==> config.mk <==
export PLATFORM = sky130hd
export DESIGN_NAME = bcd_score_counter_flat
export DESIGN_NICKNAME = d
export VERILOG_FILES = /design/src/rtl/bcd_score_counter_if.sv /design/src/rtl/bcd_score_counter.sv /design/src/flat_wrapper.sv
export SDC_FILE = /design/constraint.sdc
export NUM_CORES = 1
export LEC_CHECK = 0
export BUFFER_PORTS_ARGS = -buffer_cell sky130_fd_sc_hd__buf_2
export CAP_MARGIN = 10
export CORE_ASPECT_RATIO = 1.25
export CORE_MARGIN = 2
export CORE_UTILIZATION = 29
export DETAILED_ROUTE_END_ITERATION = 10
export PLACE_DENSITY = 0.46
export SLEW_MARGIN = 40
export SYNTH_ARGS = -nofsm -noshare
export SYNTH_HDL_FRONTEND = slang
export SYNTH_SLANG_ARGS = --single-unit
==> constraint.sdc <==
create_clock -name CLK -period 6.54 [get_ports CLK]
set_clock_uncertainty 0.2 [all_clocks]
set_input_delay 0.981 -clock CLK [delete_from_list [all_inputs] [get_ports CLK]]
set_output_delay 0.981 -clock CLK [all_outputs]
set_load 0.005 [all_outputs]
==> src/rtl/bcd_score_counter_if.sv <==
// Control and status bundle between the game datapath and the BCD score counter.
// The master drives the count controls; the slave returns score, flags and best score.
interface bcd_score_counter_if #(
    parameter int DIGITS = 4
);
    localparam int W = 4 * DIGITS;

    logic         CLR;
    logic         EN;
    logic         HOLD;
    logic         UP;
    logic [3:0]   STEP;
    logic         SAT;
    logic         LOAD;
    logic [W-1:0] LOAD_VAL;
    logic [W-1:0] Q;
    logic         CA;
    logic         AT_MAX;
    logic         AT_ZERO;
    logic [W-1:0] BEST;
    logic         NEW_BEST;

    modport master (
        output CLR, EN, HOLD, UP, STEP, SAT, LOAD, LOAD_VAL,
        input  Q, CA, AT_MAX, AT_ZERO, BEST, NEW_BEST
    );

    modport slave (
        input  CLR, EN, HOLD, UP, STEP, SAT, LOAD, LOAD_VAL,
        output Q, CA, AT_MAX, AT_ZERO, BEST, NEW_BEST
    );
endinterface

==> src/rtl/bcd_score_counter.sv <==
// N-digit BCD up/down score counter with load, wrap/saturate and a best-score register.
// Q/CA update one edge after a request and BEST trails Q by one more edge; no backpressure (HOLD only pauses counting).
module bcd_score_counter #(
    parameter  int DIGITS = 4,
    localparam int W      = 4 * DIGITS
) (
    input  logic                CLK,
    input  logic                RESET_N,
    bcd_score_counter_if.slave  bus
);
    localparam logic [W-1:0] ALL_NINES = {DIGITS{4'h9}};

    logic [W-1:0] r_q;
    logic         r_ca;
    logic [W-1:0] r_best;
    logic         r_new_best;

    logic [3:0]   w_step;
    logic [W-1:0] w_load;
    logic [W-1:0] w_up_q;
    logic [W-1:0] w_dn_q;
    logic         w_up_cy;
    logic         w_dn_bw;
    logic [3:0]   w_dig;
    logic [3:0]   w_add;
    logic [4:0]   w_t;
    logic [4:0]   w_s;

    assign w_step = (bus.STEP > 4'd9) ? 4'd9 : bus.STEP;

    // Per-digit decimal add and subtract; the step enters at the units digit only.
    always_comb begin
        w_load  = '0;
        w_up_q  = '0;
        w_dn_q  = '0;
        w_up_cy = 1'b0;
        w_dn_bw = 1'b0;
        w_dig   = '0;
        w_add   = '0;
        w_t     = '0;
        w_s     = '0;
        for (int i = 0; i < DIGITS; i++) begin
            w_load[4*i +: 4] = (bus.LOAD_VAL[4*i +: 4] > 4'd9) ? 4'd9 : bus.LOAD_VAL[4*i +: 4];
            w_dig = r_q[4*i +: 4];
            w_add = (i == 0) ? w_step : 4'd0;

            w_t = {1'b0, w_dig} + {1'b0, w_add} + {4'd0, w_up_cy};
            if (w_t >= 5'd10) begin
                w_up_q[4*i +: 4] = 4'(w_t - 5'd10);
                w_up_cy          = 1'b1;
            end else begin
                w_up_q[4*i +: 4] = w_t[3:0];
                w_up_cy          = 1'b0;
            end

            w_s = {1'b0, w_add} + {4'd0, w_dn_bw};
            if ({1'b0, w_dig} < w_s) begin
                w_dn_q[4*i +: 4] = 4'({1'b0, w_dig} + 5'd10 - w_s);
                w_dn_bw          = 1'b1;
            end else begin
                w_dn_q[4*i +: 4] = 4'({1'b0, w_dig} - w_s);
                w_dn_bw          = 1'b0;
            end
        end
    end

    always_ff @(posedge CLK or negedge RESET_N) begin
        if (!RESET_N) begin
            r_q  <= '0;
            r_ca <= 1'b0;
        end else if (bus.CLR) begin
            r_q  <= '0;
            r_ca <= 1'b0;
        end else if (bus.LOAD) begin
            r_q  <= w_load;
            r_ca <= 1'b0;
        end else if (bus.EN && !bus.HOLD) begin
            if (bus.UP) begin
                r_q  <= (w_up_cy && bus.SAT) ? ALL_NINES : w_up_q;
                r_ca <= w_up_cy;
            end else begin
                r_q  <= (w_dn_bw && bus.SAT) ? '0 : w_dn_q;
                r_ca <= w_dn_bw;
            end
        end else begin
            r_ca <= 1'b0;
        end
    end

    // Valid BCD orders the same as plain binary, so a vector compare is an MSD-first digit compare.
    always_ff @(posedge CLK or negedge RESET_N) begin
        if (!RESET_N) begin
            r_best     <= '0;
            r_new_best <= 1'b0;
        end else if (r_q > r_best) begin
            r_best     <= r_q;
            r_new_best <= 1'b1;
        end else begin
            r_new_best <= 1'b0;
        end
    end

    assign bus.Q        = r_q;
    assign bus.CA       = r_ca;
    assign bus.BEST     = r_best;
    assign bus.NEW_BEST = r_new_best;
    assign bus.AT_MAX   = (r_q == ALL_NINES);
    assign bus.AT_ZERO  = (r_q == '0);
endmodule

==> src/flat_wrapper.sv <==
// flat-port wrapper written by rule: the top's interface ports become plain ports
module bcd_score_counter_flat 
#(
    parameter  int DIGITS = 4,
    localparam int W      = 4 * DIGITS
)
  (CLK, RESET_N, bus_CLR, bus_EN, bus_HOLD, bus_UP, bus_STEP, bus_SAT, bus_LOAD, bus_LOAD_VAL, bus_Q, bus_CA, bus_AT_MAX, bus_AT_ZERO, bus_BEST, bus_NEW_BEST);
  bcd_score_counter_if #(.DIGITS(DIGITS)) bus_i ();
  input  logic CLK;
  input  logic RESET_N;
  input wire logic [$bits(bus_i.CLR)-1:0] bus_CLR;
  input wire logic [$bits(bus_i.EN)-1:0] bus_EN;
  input wire logic [$bits(bus_i.HOLD)-1:0] bus_HOLD;
  input wire logic [$bits(bus_i.UP)-1:0] bus_UP;
  input wire logic [$bits(bus_i.STEP)-1:0] bus_STEP;
  input wire logic [$bits(bus_i.SAT)-1:0] bus_SAT;
  input wire logic [$bits(bus_i.LOAD)-1:0] bus_LOAD;
  input wire logic [$bits(bus_i.LOAD_VAL)-1:0] bus_LOAD_VAL;
  output wire logic [$bits(bus_i.Q)-1:0] bus_Q;
  output wire logic [$bits(bus_i.CA)-1:0] bus_CA;
  output wire logic [$bits(bus_i.AT_MAX)-1:0] bus_AT_MAX;
  output wire logic [$bits(bus_i.AT_ZERO)-1:0] bus_AT_ZERO;
  output wire logic [$bits(bus_i.BEST)-1:0] bus_BEST;
  output wire logic [$bits(bus_i.NEW_BEST)-1:0] bus_NEW_BEST;
  assign bus_i.CLR = bus_CLR;
  assign bus_i.EN = bus_EN;
  assign bus_i.HOLD = bus_HOLD;
  assign bus_i.UP = bus_UP;
  assign bus_i.STEP = bus_STEP;
  assign bus_i.SAT = bus_SAT;
  assign bus_i.LOAD = bus_LOAD;
  assign bus_i.LOAD_VAL = bus_LOAD_VAL;
  assign bus_Q = bus_i.Q;
  assign bus_CA = bus_i.CA;
  assign bus_AT_MAX = bus_i.AT_MAX;
  assign bus_AT_ZERO = bus_i.AT_ZERO;
  assign bus_BEST = bus_i.BEST;
  assign bus_NEW_BEST = bus_i.NEW_BEST;
  bcd_score_counter #(.DIGITS(DIGITS)) u_core (.CLK(CLK), .RESET_N(RESET_N), .bus(bus_i));
endmodule
-- Yosys cells after proc, flatten, opt, wreduce, memory -nomap -nowiden
Index checks and enable logic that the tools add are counted.
- add/subtract/negate cells: 20
- order comparisons: 14
- equal/unequal tests: 1
- muxes and demuxes: 32
- reductions and logical operators: 6
- operator list (kind ; number):
    16-bit 2-to-1 mux ; 6
    4-bit 2-to-1 mux ; 13
    4-bit by 1-bit subtractor with 4-bit output ; 6
    5-bit by 4-bit >= comparator with 1-bit output, second input constant ; 4
    4-bit greater-than comparator, second input constant ; 5
    4-bit adder, second input constant ; 4
    16-bit == test, second input constant ; 1
    16-bit greater-than comparator ; 1
    16-bit logical NOT ; 1
    4-bit subtractor, second input constant ; 4
    4-bit by 1-bit adder with 5-bit output ; 3
    1-bit 2-to-1 mux ; 13
    4-bit by 1-bit < comparator with 1-bit output ; 3
    4-bit subtractor ; 2
    4-bit by 4-bit adder with 5-bit output ; 1
    4-bit < comparator ; 1
    1-bit logical AND ; 3
    3-bit nonzero test ; 1
    1-bit logical NOT ; 1
- register bits after elaboration: 34
- input bits: 28
- output and inout port bits: 36
- logic and storage cells: 77

-- Depth between registers and ports, before layout
Gate-level depths: netlist of the first run.
- depth after elaboration: 20
- gate-level depth with buffers: 31
- gate-level depth less buffers: 31

-- Worst setup path before layout of the first run
No wires, ideal clock.
- path kind: in2reg
- from: input port bus_STEP[1]
- to: register u_core.r_q[2] (netlist: u_core.bus.Q[2])
- library setup time: 0.073 ns
- arrival: 7.135 ns
- required time: 6.267 ns
- path slack: -0.868 ns
- cell stages on the path: 31
- path buffers: 0
- path through: o21ai_0 > nand2b_1 > ha_1 > fa_1 > xor2_2 > ha_1 > inv_1 > o221ai_2 > o311ai_4 > ha_1 > ha_1 > xnor2_1 > ha_1 > inv_1 > a31o_2 > a22o_1 > ha_1 > ha_1 > xnor2_1 > ha_1 > inv_1 > a31o_2 > a22o_1 > ha_1 > ha_1 > or2_4 > a221oi_4 > nor2_2 > a2111oi_0 > mux2i_1 > a2bb2oi_2
- cells in the longest elaborated chain, start to end: 20
- elaborated cells on any way between the ends: 35
- classes of those cells: add/sub (7); order compare (9); mux (17); reduce/logical (2)
- RTL lines (item ; RTL line ; source):
    from (decl) ; flat_wrapper.sv:15 ; input wire logic [$bits(bus_i.STEP)-1:0] bus_STEP;
    4-bit greater-than comparator ; bcd_score_counter.sv:29 ; assign w_step = (bus.STEP > 4'd9) ? 4'd9 : bus.STEP;
    4-bit 2-to-1 mux (*) ; bcd_score_counter.sv:29 ;
    4-bit by 4-bit adder with 5-bit output ; bcd_score_counter.sv:47 ; w_t = {1'b0, w_dig} + {1'b0, w_add} + {4'd0, w_up_cy};
    5-bit by 4-bit >= comparator with 1-bit output ; bcd_score_counter.sv:48 ; if (w_t >= 5'd10) begin
    1-bit 2-to-1 mux ; bcd_score_counter.sv:48 ;
    4-bit by 1-bit adder with 5-bit output ; bcd_score_counter.sv:47 ;
    5-bit by 4-bit >= comparator with 1-bit output ; bcd_score_counter.sv:48 ;
    1-bit 2-to-1 mux ; bcd_score_counter.sv:48 ;
    [... 4 more ...] ; - ;
    5-bit by 4-bit >= comparator with 1-bit output ; bcd_score_counter.sv:48 ;
    1-bit 2-to-1 mux ; bcd_score_counter.sv:48 ;
    1-bit logical AND ; bcd_score_counter.sv:79 ; r_q <= (w_up_cy && bus.SAT) ? ALL_NINES : w_up_q;
    16-bit 2-to-1 mux ; bcd_score_counter.sv:79 ;
    16-bit 2-to-1 mux (*) ; bcd_score_counter.sv:78 ; if (bus.UP) begin
    16-bit 2-to-1 mux (*) ; bcd_score_counter.sv:77 ; end else if (bus.EN && !bus.HOLD) begin
    16-bit 2-to-1 mux (*) ; bcd_score_counter.sv:74 ; end else if (bus.LOAD) begin
    16-bit 2-to-1 mux (*) ; bcd_score_counter.sv:71 ; end else if (bus.CLR) begin
    to (signal assigned) ; bcd_score_counter.sv:75 ; r_q <= w_load;
    to (signal assigned) ; bcd_score_counter.sv:79 ;
    to (signal assigned) ; bcd_score_counter.sv:82 ; r_q <= (w_dn_bw && bus.SAT) ? '0 : w_dn_q;
    to (decl) ; bcd_score_counter.sv:13 ; logic [W-1:0] r_q;
Mark *: on every way between the ends. The rest lies on a longest branch, timed or not. The select of a mux whose other input is x is not followed.
A chain may end at the register's enable or synchronous reset.

-- Worst setup path in the final report of the first run
Same ends and word-level chain as after synthesis.

==> out/summary.md, run 1 <==
The flow ran to the end, but the final reports show violations. The checks that failed: setup timing. In this run the worst path has a maximum fanout of 7. At the end of the flow the core is filled with cells to 40.2%. The post-synthesis to final-layout area growth is 36.7%. Across the run, the number of max-cap violations was 0. In this run, the number of DRC markers left after iteration 0 of detailed routing was 130. The largest single stage delay on the critical path is 0.36 ns. Worst flop-to-flop path endpoint: u_core.bus.Q[2]. Yosys attributes the largest share of cell area to sky130_fd_sc_hd__dfrtp_1 23%, sky130_fd_sc_hd__ha_1 20%, sky130_fd_sc_hd__inv_1 6.0%, sky130_fd_sc_hd__mux2i_1 4.6%, sky130_fd_sc_hd__xnor2_1 3.8%. The post-synthesis instance area was 3690 um2.

Synthesis instantiated 61 different standard cells from the library. The floorplan step defined a core boundary enclosing 12500 um2. The number of buffers inserted by port buffering works out to 63. For this run, the register share of the synthesized area comes to 23.1%. The number of vias per cell after detailed routing is 5.09, and the initial core utilization is 29.4%.

The run gives 6.62 ns as the arrival time of data at the critical path endpoint. The clock-pin slew on the worst setup and hold paths was 0.06 ns. Excluding fillers, the count of instances in the completed layout stands at 700.

The number of register bits inferred by synthesis works out to 34. The leading area contributor after synthesis was sky130_fd_sc_hd__dfrtp_1. No sink is reached through more buffers than the 2 on the longest clock path. The run gives 6.51 ns as the required time at the worst-slack endpoint. The logic depth of the worst register-to-register path is 29, and the proportion of register bits with asynchronous set or reset after synthesis is 100%. Headroom to the max-slew limit came out at 48.9%.

The estimated wirelength of the detail-placed design is 9170 um, and the cell area power density is 268 nW/um2. The design draws 1.35 mW. After filler insertion, the fill cell instance count of the layout stands at 1328.

The post-route cell area came out at 5040 um2. In this run the remaining antenna-violating nets after routing total 0. The final critical path time including I/O delays and setup works out to 6.65 ns. The buffer cell driving the clock tree root was sky130_fd_sc_hd__clkbuf_16.

Timing would allow up to 150 MHz. The per-cell routed wire length was 17.0 um. In this run the static leakage power is 2.36 nW. The logs give 851 um2 for the footprint of the flip-flops and latches and -0.112 ns for the final critical-path setup slack. Number of cell rows: 46. Global routing used 18.2% of the available tracks across all layers. By count the netlist is led by 59 x sky130_fd_sc_hd__ha_1, 59 x sky130_fd_sc_hd__inv_1, 34 x sky130_fd_sc_hd__dfrtp_1. The routed design has 11900 um of wire. The average instance in the mapped netlist occupies 8.84 um2. The first global-routing pass estimated 19400 um of wire.

The worst-case IR drop observed on VDD is 0.111 mV. The type of the worst min-delay path is flip-flop to flip-flop. The tools report the startpoint of the worst register-to-register path as u_core.bus.Q[1]. The critical path is of the primary input to flip-flop type.

For the number of global-route vias before repair, the log shows 3612. For the count of final hold-check violations, the log shows 0. Setup repair after global routing could not meet its margin everywhere. The placed instances occupy a cell area of 4600 um2. The cell with the largest stage delay on the worst path is sky130_fd_sc_hd__fa_2. In the final design database the tool counted 622 nets.

Of the post-synthesis cell area, the dominant cell type holds 23.1%. Across all layers, the routed design uses 3561 vias. From left edge to right edge, the die measures 105 um. The tools report the number of placed instances, taps included as 680. TritonCTS built the clock tree. The capturing instance or port of the critical path was u_core.bus.Q[2].

The tools report the largest net degree at the start of global routing as 35. The most used flip-flop cell after synthesis is sky130_fd_sc_hd__dfrtp_1. For the number of inserted diodes, the log shows 0. The run gives 0 as the total DRC errors in the routed layout. The accumulated negative setup slack is -0.614 ns, and the setup slack of the most critical reg-to-reg path is 0.45 ns.

The number of flops mapped to enable cells by yosys is 0. The run gives 0 as the number of hold buffers added after CTS. The count of synthesis-stage warnings from yosys is 0.

For the pin with the worst max-slew slack, the measured transition is 0.765 ns. The H-tree was split into 2 levels. The cell count after synthesis came out at 417. Cells with a size suffix above 1 make up 35.5% of the layout.

Before antenna repair, the detailed router went through 5 iterations. Dividing the final minimum period by the clock period gives 102%. The run gives 508 as the post-synth net total. Launch point of the worst path: bus_STEP[1]. The tools report the kind of start point of the critical path as a primary input. Clock latency on the worst-skew pair: 0.29 ns. The number of setup violations in the final report was 15.

Summing all multi-input logic gate instances after layout gives 2880 um2. Pin placement for this block handled 64 I/O pins. The total clock buffers created by CTS was 5. CTS saw 34 sinks. Initial antenna violation count: 0.

The floorplan step set the die height to 130 um. The run gives 0.894 as the weighted congestion at the end of routability-driven global placement. The floorplan step defined a die boundary enclosing 13600 um2.

The number of instances on the worst hold path was 1. The run gives 0 as the number of max-slew violations in the final report. Global routing finished with a remaining overflow of 0. The cell that appears most often on the critical path is sky130_fd_sc_hd__ha_4.

Endpoint class of the critical path: a flip-flop.
## critical path: cells and delay by family
family	cells	cell delay, ns
adder cells (fa/ha/maj)	10	2.03
AO/OA/AOI/OAI	10	1.70
AND/OR/NAND/NOR	4	0.71
XOR/XNOR	3	0.45
buffers and inverters	5	0.44
multiplexers	1	0.30
## layout by cell type, fill, tap and decap left out, drive strengths merged, types with 2 or more instances in the layout
cell type | netlist | layout
a2111oi | 2 | 2
a211oi | 6 | 6
a21o | 4 | 4
a21oi | 20 | 20
a221oi | 3 | 3
a22o | 4 | 4
a22oi | 8 | 8
a2bb2oi | 2 | 2
a31o | 3 | 3
a31oi | 5 | 5
and3 | 2 | 2
buf | 3 | 116
clkbuf | 6 | 7
dfrtp | 34 | 34
fa | 4 | 4
ha | 59 | 59
inv | 59 | 59
mux2 | 4 | 4
mux2i | 17 | 17
nand2 | 26 | 26
nand2b | 6 | 6
nand3 | 11 | 11
nand4 | 6 | 6
nor2 | 21 | 21
nor2b | 7 | 7
nor3 | 10 | 10
nor3b | 2 | 2
nor4 | 2 | 2
o211ai | 3 | 3
o21a | 6 | 6
o21ai | 19 | 19
o221ai | 7 | 7
o22a | 2 | 2
o311ai | 3 | 3
o31ai | 7 | 7
or2 | 2 | 2
or3 | 2 | 2
xnor2 | 16 | 16
xor2 | 6 | 6
## registers in the layout (all words and copies together) (netlist names)
register,cells
u_core.bus.BEST,16
u_core.bus.Q,16
u_core.bus.CA,1
u_core.bus.NEW_BEST,1
## worst min path at each step
stage | from | endpoint | slack, ns
after floorplan | u_core.bus.BEST[2] | u_core.bus.BEST[2] | 0.33
after global placement | u_core.bus.BEST[3] | u_core.bus.BEST[3] | 0.32
after detailed placement | u_core.bus.BEST[3] | u_core.bus.BEST[3] | 0.33
after CTS | u_core.bus.BEST[3] | u_core.bus.BEST[3] | 0.34
after global routing | u_core.bus.BEST[13] | u_core.bus.BEST[13] | 0.37
final | u_core.bus.BEST[3] | u_core.bus.BEST[3] | 0.34
## layout make-up
type,count,share of cell area (%)
tap,168,4.17
clock buffer,7,2.83
sequential,34,16.9
clock inverter,1,0.0993
multi-input combinational,315,57.2
timing repair buffer,116,14.4
inverter,59,4.44
## routing by layer
metal | GRT usage [%] | part of all wire, % | routed length, um
met1 | 23.0 | 44 | 5240
met2 | 32.5 | 50 | 5960
met3 | 2.10 | 3.8 | 452
met4 | 5.65 | 2.1 | 252
met5 | 0 | 0 | 0
## power breakdown
part / internal, mW / switching, mW
clock network: 0.151 / 0.101
registers: 0.264 / 0.0504
logic: 0.374 / 0.409
## repair_timing
action | CTS | global route
hold endpoints to repair | 0 | 0
resized for setup | 22 | 13
endpoints found under the setup margin | 16 | 17
buffers inserted | 8 | 4
pin swaps | 21 | 16
## through the flow
step / setup WS [ns] / hold WS [ns]
CTS: -0.127 / 0.342
detailed placement: -0.598 / 0.327
floorplan: -0.311 / 0.328
global route: -0.357 / 0.365
global placement: -0.393 / 0.317
finish: -0.112 / 0.340
## cell families (layout without fill, tap and decap cells)
kind of cell,Yosys count,after routing,share of synthesized area (%)
buf+inv,68,183,7.80
xor+xnor,22,22,5.43
simple gates,100,100,13.6
fa+ha+maj,63,63,22.2
mux,21,21,5.94
compound gates,109,109,22.0
flops,34,34,23.1
Note: power is estimated with default switching activity, not from simulation.
==> run 2, diff against run 1 <==
- ABC_AREA: not set -> 1
==> out/summary.md, run 2 <==
The flow ran to the end, and the final reports show no timing, DRC or antenna violations. The number of global-route vias before repair came out at 3753 (+3.9%). The path type of the worst setup path was primary input to flip-flop.

For the number of cell rows, the log shows 46 (unchanged). Number of DRC violations after detailed-routing iteration 0: 188 (+45%). The post-route clock period utilization works out to 93.0% (-8.7 points). The number of top-level pins came out at 64 (unchanged). For the number of buffers on the longest clock path, the log shows 2 (unchanged).

In the layout the commonest cells are 177 x sky130_fd_sc_hd__nand2_1, 70 x sky130_fd_sc_hd__inv_1, 62 x sky130_fd_sc_hd__buf_2. The post-detailed-route count of antenna-violating nets was 0 (unchanged); the number of flops mapped to enable cells by yosys was 0 (unchanged). The run gives 0.29 ns (about the same) as the clock latency on the worst-skew pair. The tools report the total number of vias as 3718 (+4.4%).

The tools report the initial antenna violation count as 0 (unchanged). Maximum achievable frequency: 164 MHz (+9.4%). For the total DRC errors in the routed layout, the log shows 0 (unchanged).

The worst flop-to-flop path endpoint was u_core.bus.Q[12]. The global-route wire length before repair was 18500 um (-4.8%). STA classifies the critical path startpoint as a primary input. Number of inserted diodes: 0 (unchanged). The count of final hold-check violations was 0 (unchanged). For the accumulated negative setup slack, the log shows 0 ns (+0.614 ns). By instance count, the leading cell after synthesis is sky130_fd_sc_hd__nand2_1. The final critical path time including I/O delays and setup works out to 6.08 ns (-0.569 ns). The number of vias per cell after detailed routing was 4.77 (-6.2%); the post-route cell area was 4440 um2 (-12%). Leaving out fill and tap cells, the most frequent cell in the layout is sky130_fd_sc_hd__nand2_1. Ranked by total cell area, the synthesized netlist is headed by sky130_fd_sc_hd__dfrtp_1 23%, sky130_fd_sc_hd__ha_1 20%, sky130_fd_sc_hd__nand2_1 18%, sky130_fd_sc_hd__inv_1 7.2%, sky130_fd_sc_hd__nand3_1 6.4%.

The instance count of the mapped netlist is 542 (+30%). The tools report the arrival time of data at the critical path endpoint as 6.06 ns (-0.56 ns). The weighted congestion at the end of routability-driven global placement came out at 0.887 (-0.82%). Clock-pin slew on the worst setup and hold paths: 0.06 ns (about the same). The tools report the core footprint as 12500 um2 (unchanged).

The critical path's largest stage delay is 0.44 ns (+0.08 ns). The logs give 60.7% (+12 points) for the remaining max-slew budget at the tightest pin and 11400 um (-4.5%) for the wire length reported by the detailed router. The area growth from synthesis to layout is 20.4%.

TritonCTS built the clock tree. The tools report the number of sinks driven by the clock tree as 34 (unchanged). The most numerous cell on the critical path is sky130_fd_sc_hd__nand2_1.

The logs give 5 (unchanged) for the total clock buffers created by CTS and 4 (-1) for the first-pass iteration count of the detailed router. The mean area per synthesized cell is 6.81 um2 (-23%). The run gives 0.89 ns (+0.44 ns) as the setup slack of the most critical reg-to-reg path. The post-synthesis instance area came out at 3690 um2 (about the same). Tracing the worst setup path back leads to its startpoint at bus_STEP[3].

The required time at the worst-slack endpoint came out at 6.52 ns (about the same). The most instantiated flip-flop cell in the synthesis netlist was sky130_fd_sc_hd__dfrtp_1. The number of buffers inserted by port buffering works out to 63 (unchanged). The run gives 0 (unchanged) as the count of synthesis-stage warnings from yosys.

For the instance area at placement, the log shows 4220 um2 (-8.4%). The type of the worst min-delay path is flip-flop to flip-flop. The floorplan die width was 105 um (about the same). The final critical-path setup slack was 0.457 ns (+0.569 ns); the largest net degree at the start of global routing was 35 (unchanged).

Post-synth net total: 633 (+25%). The logs give 0.102 mV (-7.6%) for the highest ir drop seen on vdd and 2 (unchanged) for the CTS H-tree depth. The run gives -0.194 ns (+0.403 ns) as the post-placement setup slack. The commonest cells after synthesis are 180 x sky130_fd_sc_hd__nand2_1, 71 x sky130_fd_sc_hd__inv_1, 59 x sky130_fd_sc_hd__ha_1.

The static power due to leakage was 2.43 nW (+3.1%); the number of placed instances, taps included was 770 (+13%). The number of setup violations in the final report was 0 (-15); the non-filler instance count after layout was 779 (+11%). The unique cell type count in the Yosys netlist came out at 35 (-43%).

The slew at the pin with the worst max-slew slack was 0.589 ns (-0.176 ns). The sequential share of the synthesized area is 23.1% (about the same). The die outline area was 13600 um2 (about the same). The tools report the startpoint of the worst register-to-register path as u_core.bus.Q[0]. The run gives 701 (+13%) as the total number of nets in the final design.

The logs give 17.2% (-0.94 points) for the overall global routing resource usage and 0 (unchanged) for the leftover overflow at the end of global routing. The worst setup path is captured at a flip-flop. Initial core utilization: 29.4% (about the same). Largest fanout on the critical path: 8 (+1). The die extent in y is 130 um (about the same), and the estimated wirelength of the detail-placed design is 8980 um (-2.0%). For the max-capacitance violation count, the log shows 0 (unchanged). For the number of hold buffers added after CTS, the log shows 0 (unchanged). The area share of the largest cell type after synthesis was 23.1% (about the same); the cell area power density was 285 nW/um2 (+6.3%).

In this run the worst setup path terminates at u_core.bus.Q[12]. The logic depth of the worst register-to-register path is 38 (+31%), and the number of max-slew violations in the final report is 0 (unchanged). The share of post-route cells with drive strength above 1 was 17.7% (-18 points). Leading area contributor after synthesis: sky130_fd_sc_hd__dfrtp_1. The cell with the largest stage delay on the worst path is sky130_fd_sc_hd__fa_1. The proportion of register bits with asynchronous set or reset after synthesis is 100% (unchanged), and the number of register bits inferred by synthesis is 34 (unchanged). Per-cell routed wire length: 14.6 um (-14%). The buffer cell driving the clock tree root was sky130_fd_sc_hd__clkbuf_16.
run 2: changes by cell type in the layout (fill, tap and decap cells not counted), sizes merged, moves of 8 or more:
cell and change:
a22oi -8, buf -47, inv +13, mux2i -17, nand2 +161, nand3 +36, o21ai +21, xnor2 -11
run 2: cell type report:
cell class,instances,area (um2)
Sequential cell,34,851
Clock buffer,5,125
Inverter,74,278
Tap cell,168,210
Clock inverter,3,45.0
Timing Repair Buffer,69,363
Multi-Input combinational cell,426,2570
Fill cell,1418,8110
run 2: power by group:
part	leakage (nW)	internal [mW]	switching [mW]	total (mW)
combinational	1.91	0.253	0.390	0.643
clock	0.0760	0.180	0.104	0.284
sequential	0.444	0.265	0.0711	0.336
run 2: worst min path at each step:
| stage | startpoint | cells after the start | slack [ns] | to |
|---|---|---|---|---|
| 2_1_floorplan | u_core.bus.BEST[15] | 2 | 0.29 | u_core.bus.BEST[15] |
| 3_3_place_gp | u_core.bus.BEST[8] | 2 | 0.28 | u_core.bus.BEST[8] |
| 3_5_place_dp | u_core.bus.BEST[5] | 2 | 0.28 | u_core.bus.BEST[5] |
| 4_1_cts | u_core.bus.BEST[5] | 2 | 0.29 | u_core.bus.BEST[5] |
| 5_1_grt | u_core.bus.BEST[11] | 2 | 0.33 | u_core.bus.BEST[11] |
| 6_report | u_core.bus.BEST[5] | 2 | 0.29 | u_core.bus.BEST[5] |
run 2: repair_timing:
action / 4_1_cts / 5_1_grt
setup buffers: 0 / 1
setup endpoints to repair: 0 / 17
resized for setup: 0 / 15
run 2: layer usage:
layer | part of all wire (%) | wire length [um] | GRT usage [%] | vias to the layer above
met5 | 0 | 0 | 0 | -
met1 | 43 | 4840 | 19.4 | 1727
met4 | 3.7 | 419 | 8.55 | 0
met3 | 2.8 | 322 | 1.85 | 29
met2 | 51 | 5780 | 32.4 | 80
li1 | - | - | - | 1882
run 2: worst max-delay path: cells and delay by family:
family                   cells  cell delay [ns]
adder cells (fa/ha/maj)     11             2.52
AND/OR/NAND/NOR             20             1.59
XOR/XNOR                     2             0.35
AO/OA/AOI/OAI                2             0.30
buffers and inverters        4             0.29
run 2: cell families (layout without fill, tap and decap cells):
| logic type | Yosys count | after routing | share of synthesized area, % |
|---|---|---|---|
| and+or+nand+nor | 278 | 278 | 32.8 |
| buffers and inverters | 82 | 151 | 8.55 |
| AOI/OAI and AO/OA | 71 | 71 | 10.1 |
| adders and majority gates | 63 | 63 | 22.2 |
| DFF | 34 | 34 | 23.1 |
| xor gates and xnor gates | 14 | 14 | 3.32 |
run 2: stage by stage:
stage,utilization [%],hold slack (ns),power (mW)
after CTS,35.0,0.295,1.27
after global placement,33.6,0.279,0.970
after floorplan,-,0.287,0.770
final,35.4,0.288,1.26
after global routing,35.4,0.332,1.40
after detailed placement,33.6,0.280,0.981
